File: src/rtl/register_window_bank.sv
// rtl/register_window_bank.sv - DEPTH x WIDTH register bank with random-write port and block/sliding stream loader
`timescale 1ns/1ps
module register_window_bank #(
    parameter int WIDTH = 8,
    parameter int DEPTH = 4,
    localparam int AW = $clog2(DEPTH)
) (
    input  logic                   clk,
    input  logic                   rst,
    input  logic                   clr,
    input  logic                   mode,
    input  logic                   wr_en,
    input  logic [AW-1:0]          wr_addr,
    input  logic [WIDTH-1:0]       wr_data,
    input  logic                   in_valid,
    input  logic [WIDTH-1:0]       in_data,
    output logic                   in_ready,
    input  logic                   out_ack,
    output logic                   out_valid,
    output logic [AW:0]            count,
    output logic [WIDTH*DEPTH-1:0] out
);

    typedef enum logic {FILL = 1'b0, FULL = 1'b1} state_t;

    localparam logic [AW:0]   LAST_CNT = (AW+1)'(DEPTH - 1);
    localparam logic [AW:0]   FULL_CNT = (AW+1)'(DEPTH);
    localparam logic [AW-1:0] PTR_ONE  = AW'(1);

    state_t           state_q, state_d;
    logic [WIDTH-1:0] data_q [DEPTH];
    logic [WIDTH-1:0] data_d [DEPTH];
    logic [AW-1:0]    ptr_q, ptr_d;
    logic [AW:0]      count_q, count_d;
    logic             accept;

    assign in_ready  = !clr && !wr_en && (state_q == FILL || mode);
    assign accept    = in_valid && in_ready;
    assign out_valid = (state_q == FULL);
    assign count     = count_q;

    // data[0] lands in the most significant slice of the flat bus
    always_comb begin
        out = '0;
        for (int i = 0; i < DEPTH; i++) begin
            out[WIDTH*(DEPTH-i)-1 -: WIDTH] = data_q[i];
        end
    end

    always_comb begin
        state_d = state_q;
        data_d  = data_q;
        ptr_d   = ptr_q;
        count_d = count_q;
        if (clr) begin
            state_d = FILL;
            ptr_d   = '0;
            count_d = '0;
            for (int i = 0; i < DEPTH; i++) data_d[i] = '0;
        end else if (wr_en) begin
            // addresses past the last entry only exist for non-power-of-2 DEPTH
            if (int'(wr_addr) < DEPTH) data_d[wr_addr] = wr_data;
        end else if (state_q == FILL) begin
            if (accept) begin
                data_d[ptr_q] = in_data;
                if (count_q == LAST_CNT) begin
                    state_d = FULL;
                    ptr_d   = '0;
                    count_d = FULL_CNT;
                end else begin
                    ptr_d   = ptr_q + PTR_ONE;
                    count_d = count_q + 1'b1;
                end
            end
        end else if (out_ack) begin
            state_d = FILL;
            if (accept) begin
                // the colliding word starts the next window
                data_d[0] = in_data;
                ptr_d     = PTR_ONE;
                count_d   = (AW+1)'(1);
            end else begin
                ptr_d   = '0;
                count_d = '0;
            end
        end else if (accept) begin
            for (int i = 0; i < DEPTH - 1; i++) data_d[i] = data_q[i+1];
            data_d[DEPTH-1] = in_data;
        end
    end

    always_ff @(posedge clk or negedge rst) begin
        if (!rst) begin
            state_q <= FILL;
            ptr_q   <= '0;
            count_q <= '0;
            for (int i = 0; i < DEPTH; i++) data_q[i] <= '0;
        end else begin
            state_q <= state_d;
            ptr_q   <= ptr_d;
            count_q <= count_d;
            data_q  <= data_d;
        end
    end

endmodule

File: config.mk
export PLATFORM = sky130hd
export DESIGN_NAME = register_window_bank
export DESIGN_NICKNAME = d
export VERILOG_FILES = /design/src/rtl/register_window_bank.sv
export SDC_FILE = /design/constraint.sdc
export NUM_CORES = 1
export LEC_CHECK = 0
export ABC_AREA = 1
export CORE_ASPECT_RATIO = 1.1
export CORE_MARGIN = 10
export CORE_UTILIZATION = 45
export DETAILED_ROUTE_END_ITERATION = 7
export HOLD_SLACK_MARGIN = 0.03
export PLACE_DENSITY = 0.72
export SYNTH_ARGS = -nofsm -noshare
export SYNTH_HDL_FRONTEND = slang
export SYNTH_SLANG_ARGS = --single-unit
export TNS_END_PERCENT = 20
File: constraint.sdc
create_clock -name clk -period 1.7 [get_ports clk]
set_input_delay 0.17 -clock clk [delete_from_list [all_inputs] [get_ports clk]]
set_output_delay 0.17 -clock clk [all_outputs]
set_load 0.01 [all_outputs]
==> run_results.csv <==
group,metric,value,unit
layout,diodes,0,
clock_tree,clk_pin_slew,0.08,ns
sta,worstMarginPinSlew,0.402,ns
place,gp_congestion,0.915,
layout,final_common_cell,"nand2_1",
clock_tree,tritoncts,"yes",
critical_path,crit_path_end_kind,"primary output",
sta,hold_viol,0,
global_route,grt_pass1_wl,14600,um
clock_tree,root_buffer,"clkbuf_8",
logic_synthesis,synth_seq_cells,38,
logic_synthesis,netlist.area_leader.share,0.338,
clock_tree,cts-buffers-inserted,5,
min_path,min_path_type,"primary input to asynchronous set/reset pin",
logic_synthesis,syn-cell-area,2810,um^2
sta,maxSlewViolCount,0,
drt,vias,3138,
floorplanning,num_rows,30,
critical_path,arrival,1.45,ns
floorplanning,core,6120,um^2
sta,setup-tns-final,0,ns
layout,drive_gt1_frac,0.109,
global_route,grt_usage,0.184,
sta,relSlewSlack,0.731,
power_and_ir_drop,leakage,2.11,nW
logic_synthesis,synthesis.nets,497,
critical_path,path_delay_family,"buffers and inverters",
critical_path,crit_required,1.53,ns
layout,fillers,620,
clock_tree,clkLatencyLatePin,0.30,ns
layout,multi_input_area,1590,um^2
critical_path,r2r_slack,0.13,ns
critical_path,critical_path_class,"register to primary output",
critical_path,crit_top_cell,"nand2_1",
layout,seq_area,952,um^2
critical_path,slowest_stage,"clkdlybuf4s50_1",
drt,drt_wl_total,8920,um
logic_synthesis,ys_seq_area_frac,0.338,
sta,fin_skew,0.00672,ns
drt,wl_per_cell,14.1,um
critical_path,critical_path.max_fanout,3,
critical_path,cp-start-kind,"register",
sta,fmax,616,MHz
floorplanning,die_w,95.4,um
drt,vias_per_cell,4.97,
clock_tree,h-tree-depth,2,
global_route,antenna_found_initial,0,
critical_path,max_stage_delay,0.53,ns
place,io_buffers,61,
flow_run,max-cap-violations,0,
floorplanning,start_util,0.460,
power_and_ir_drop,power-per-cell-area,669,nW/um^2
power_and_ir_drop,ir_drop,0.313,mV
layout,fin_area,3800,um^2
sta,rsz0062_at_grt,"false",
global_route,first_global_vias,3046,
place,hpwl,6870,um
drt,drc,0,
logic_synthesis,synth_cells,466,
logic_synthesis,syn_avg_cell_area,6.04,um^2
critical_path,path_cells,"nand2_1 > nand2_1 > inv_1 > clkdlybuf4s50_1",
global_route,overflow,0,
floorplanning,die_area,9820,um^2
critical_path,crit_buf_inv,2,
logic_synthesis,ys_types,22,
place,placed_area,3680,um^2
logic_synthesis,yosysTopAreaCell,"dfrtp_1",
outcome,status,"finished clean",
drt,drtPass1Iterations,5,
clock_tree,cts_sinks,38,
floorplanning,io_pins,62,
logic_synthesis,synth_area_leaders,"dfrtp_1 34%, nand2_1 34%, nand3_1 12%",
global_route,grt_start_max_net_pins,39,
layout,final_cell_mix,"253 x nand2_1, 70 x nand3_1, 60 x clkdlybuf4s50_1, 40 x inv_1, 37 x dfrtp_1",
clock_tree,cts_buffer_depth,2,
drt,postRouteAntennaNets,0,
logic_synthesis,synth_warnings,0,
layout,area_growth,35.0,%
floorplanning,die_h,103,um
drt,drtIter0Drc,235,
sta,fin_crit,1.62,ns
sta,setup_viol,0,
sta,period_share,0.956,
layout,nNetsFinal,581,
## path summary, 6_finish.rpt
path | from | to | cells after the start
worst min register to register | out[31] | out[31] | 2
worst max register to register | out_valid | out[27] | 9
min in group clk | out[31] | out[31] | 2
max in group asynchronous | rst | out_valid | 3
worst min-delay path | rst | out[26] | 3
worst max-delay path | out_valid | in_ready | 4
## cells by family after synthesis
logic type                 share of synthesized area
DFF                                            0.338
adders and majority gates                     0.0267
AOI/OAI and AO/OA                             0.0187
and+or+nand+nor                                0.520
buffers and inverters                         0.0965
## worst min-delay path: stages
cell,delay [ns]
dlygate4sd3_1,0.52
buf_2,0.12
buf_12,0.22
## final cells by class
class                           instances  area share
Multi-Input combinational cell        365       0.419
Sequential cell                        38       0.251
Timing Repair Buffer                   92       0.231
Inverter                               48      0.0478
Tap cell                               80      0.0264
Clock buffer                            6      0.0217
Clock inverter                          2     0.00329
## cells in the mapped netlist
| library cell | n |
|---|---|
| a31oi_2 | 1 |
| o21ai_1 | 1 |
| a21oi_2 | 1 |
| nor3b_1 | 2 |
| nor2_2 | 1 |
| buf_2 | 6 |
| dfrtp_1 | 38 |
| nand2_2 | 2 |
| nor2_1 | 18 |
| nand3_2 | 4 |
| inv_2 | 7 |
| a21boi_0 | 1 |
| buf_4 | 7 |
| inv_1 | 40 |
| clkbuf_1 | 2 |
| o21ai_0 | 2 |
| ha_1 | 6 |
| nand2_1 | 253 |
| nand3_1 | 70 |
| clkinv_2 | 1 |
| o21ai_2 | 1 |
| nor2_4 | 2 |
## routing by layer
| layer | up-vias | GRT usage | share of wire |
|---|---|---|---|
| li1 | 1597 | - | - |
| met1 | 1418 | 0.227 | 0.42 |
| met2 | 109 | 0.324 | 0.50 |
| met3 | 14 | 0.0320 | 0.072 |
| met4 | 0 | 0.0454 | 0.014 |
| met5 | - | 0 | 0 |
## sequential cells by signal, summed over array words and instances, names as in the netlist
name,flops
count,3
out,32
out_valid,1
ptr_q,2
## through the flow
| stage | hold WS [ns] | utilization | power, W | setup slack (ns) | cells |
|---|---|---|---|---|---|
| 3_3_place_gp | 0.151 | 0.602 | 0.00186 | -0.00286 | 621 |
| 2_1_floorplan | -0.126 | - | 0.00147 | 0.291 | 466 |
| 4_1_cts | 0.379 | 0.621 | 0.00255 | 0.0582 | 631 |
| 5_1_grt | 0.379 | 0.621 | 0.00269 | 0.00714 | 631 |
| 3_5_place_dp | 0.161 | 0.602 | 0.00188 | -0.0424 | 621 |
| 6_report | 0.353 | 0.621 | 0.00254 | 0.0756 | 631 |
## power breakdown
group          total [W]  internal [W]  switching (W)
clock           0.000680      0.000327       0.000354
combinational   0.000818      0.000363       0.000454
sequential       0.00104      0.000979      0.0000636
## what timing repair did
| action | 4_1_cts | 5_1_grt |
|---|---|---|
| buffers inserted | 1 | 0 |
| resized for setup | 1 | 0 |
| hold buffers | 1 | 0 |
| endpoints found under the setup margin | 1 | 0 |
| hold endpoints to repair | 38 | 0 |
Note: power is estimated with default switching activity, not from simulation.
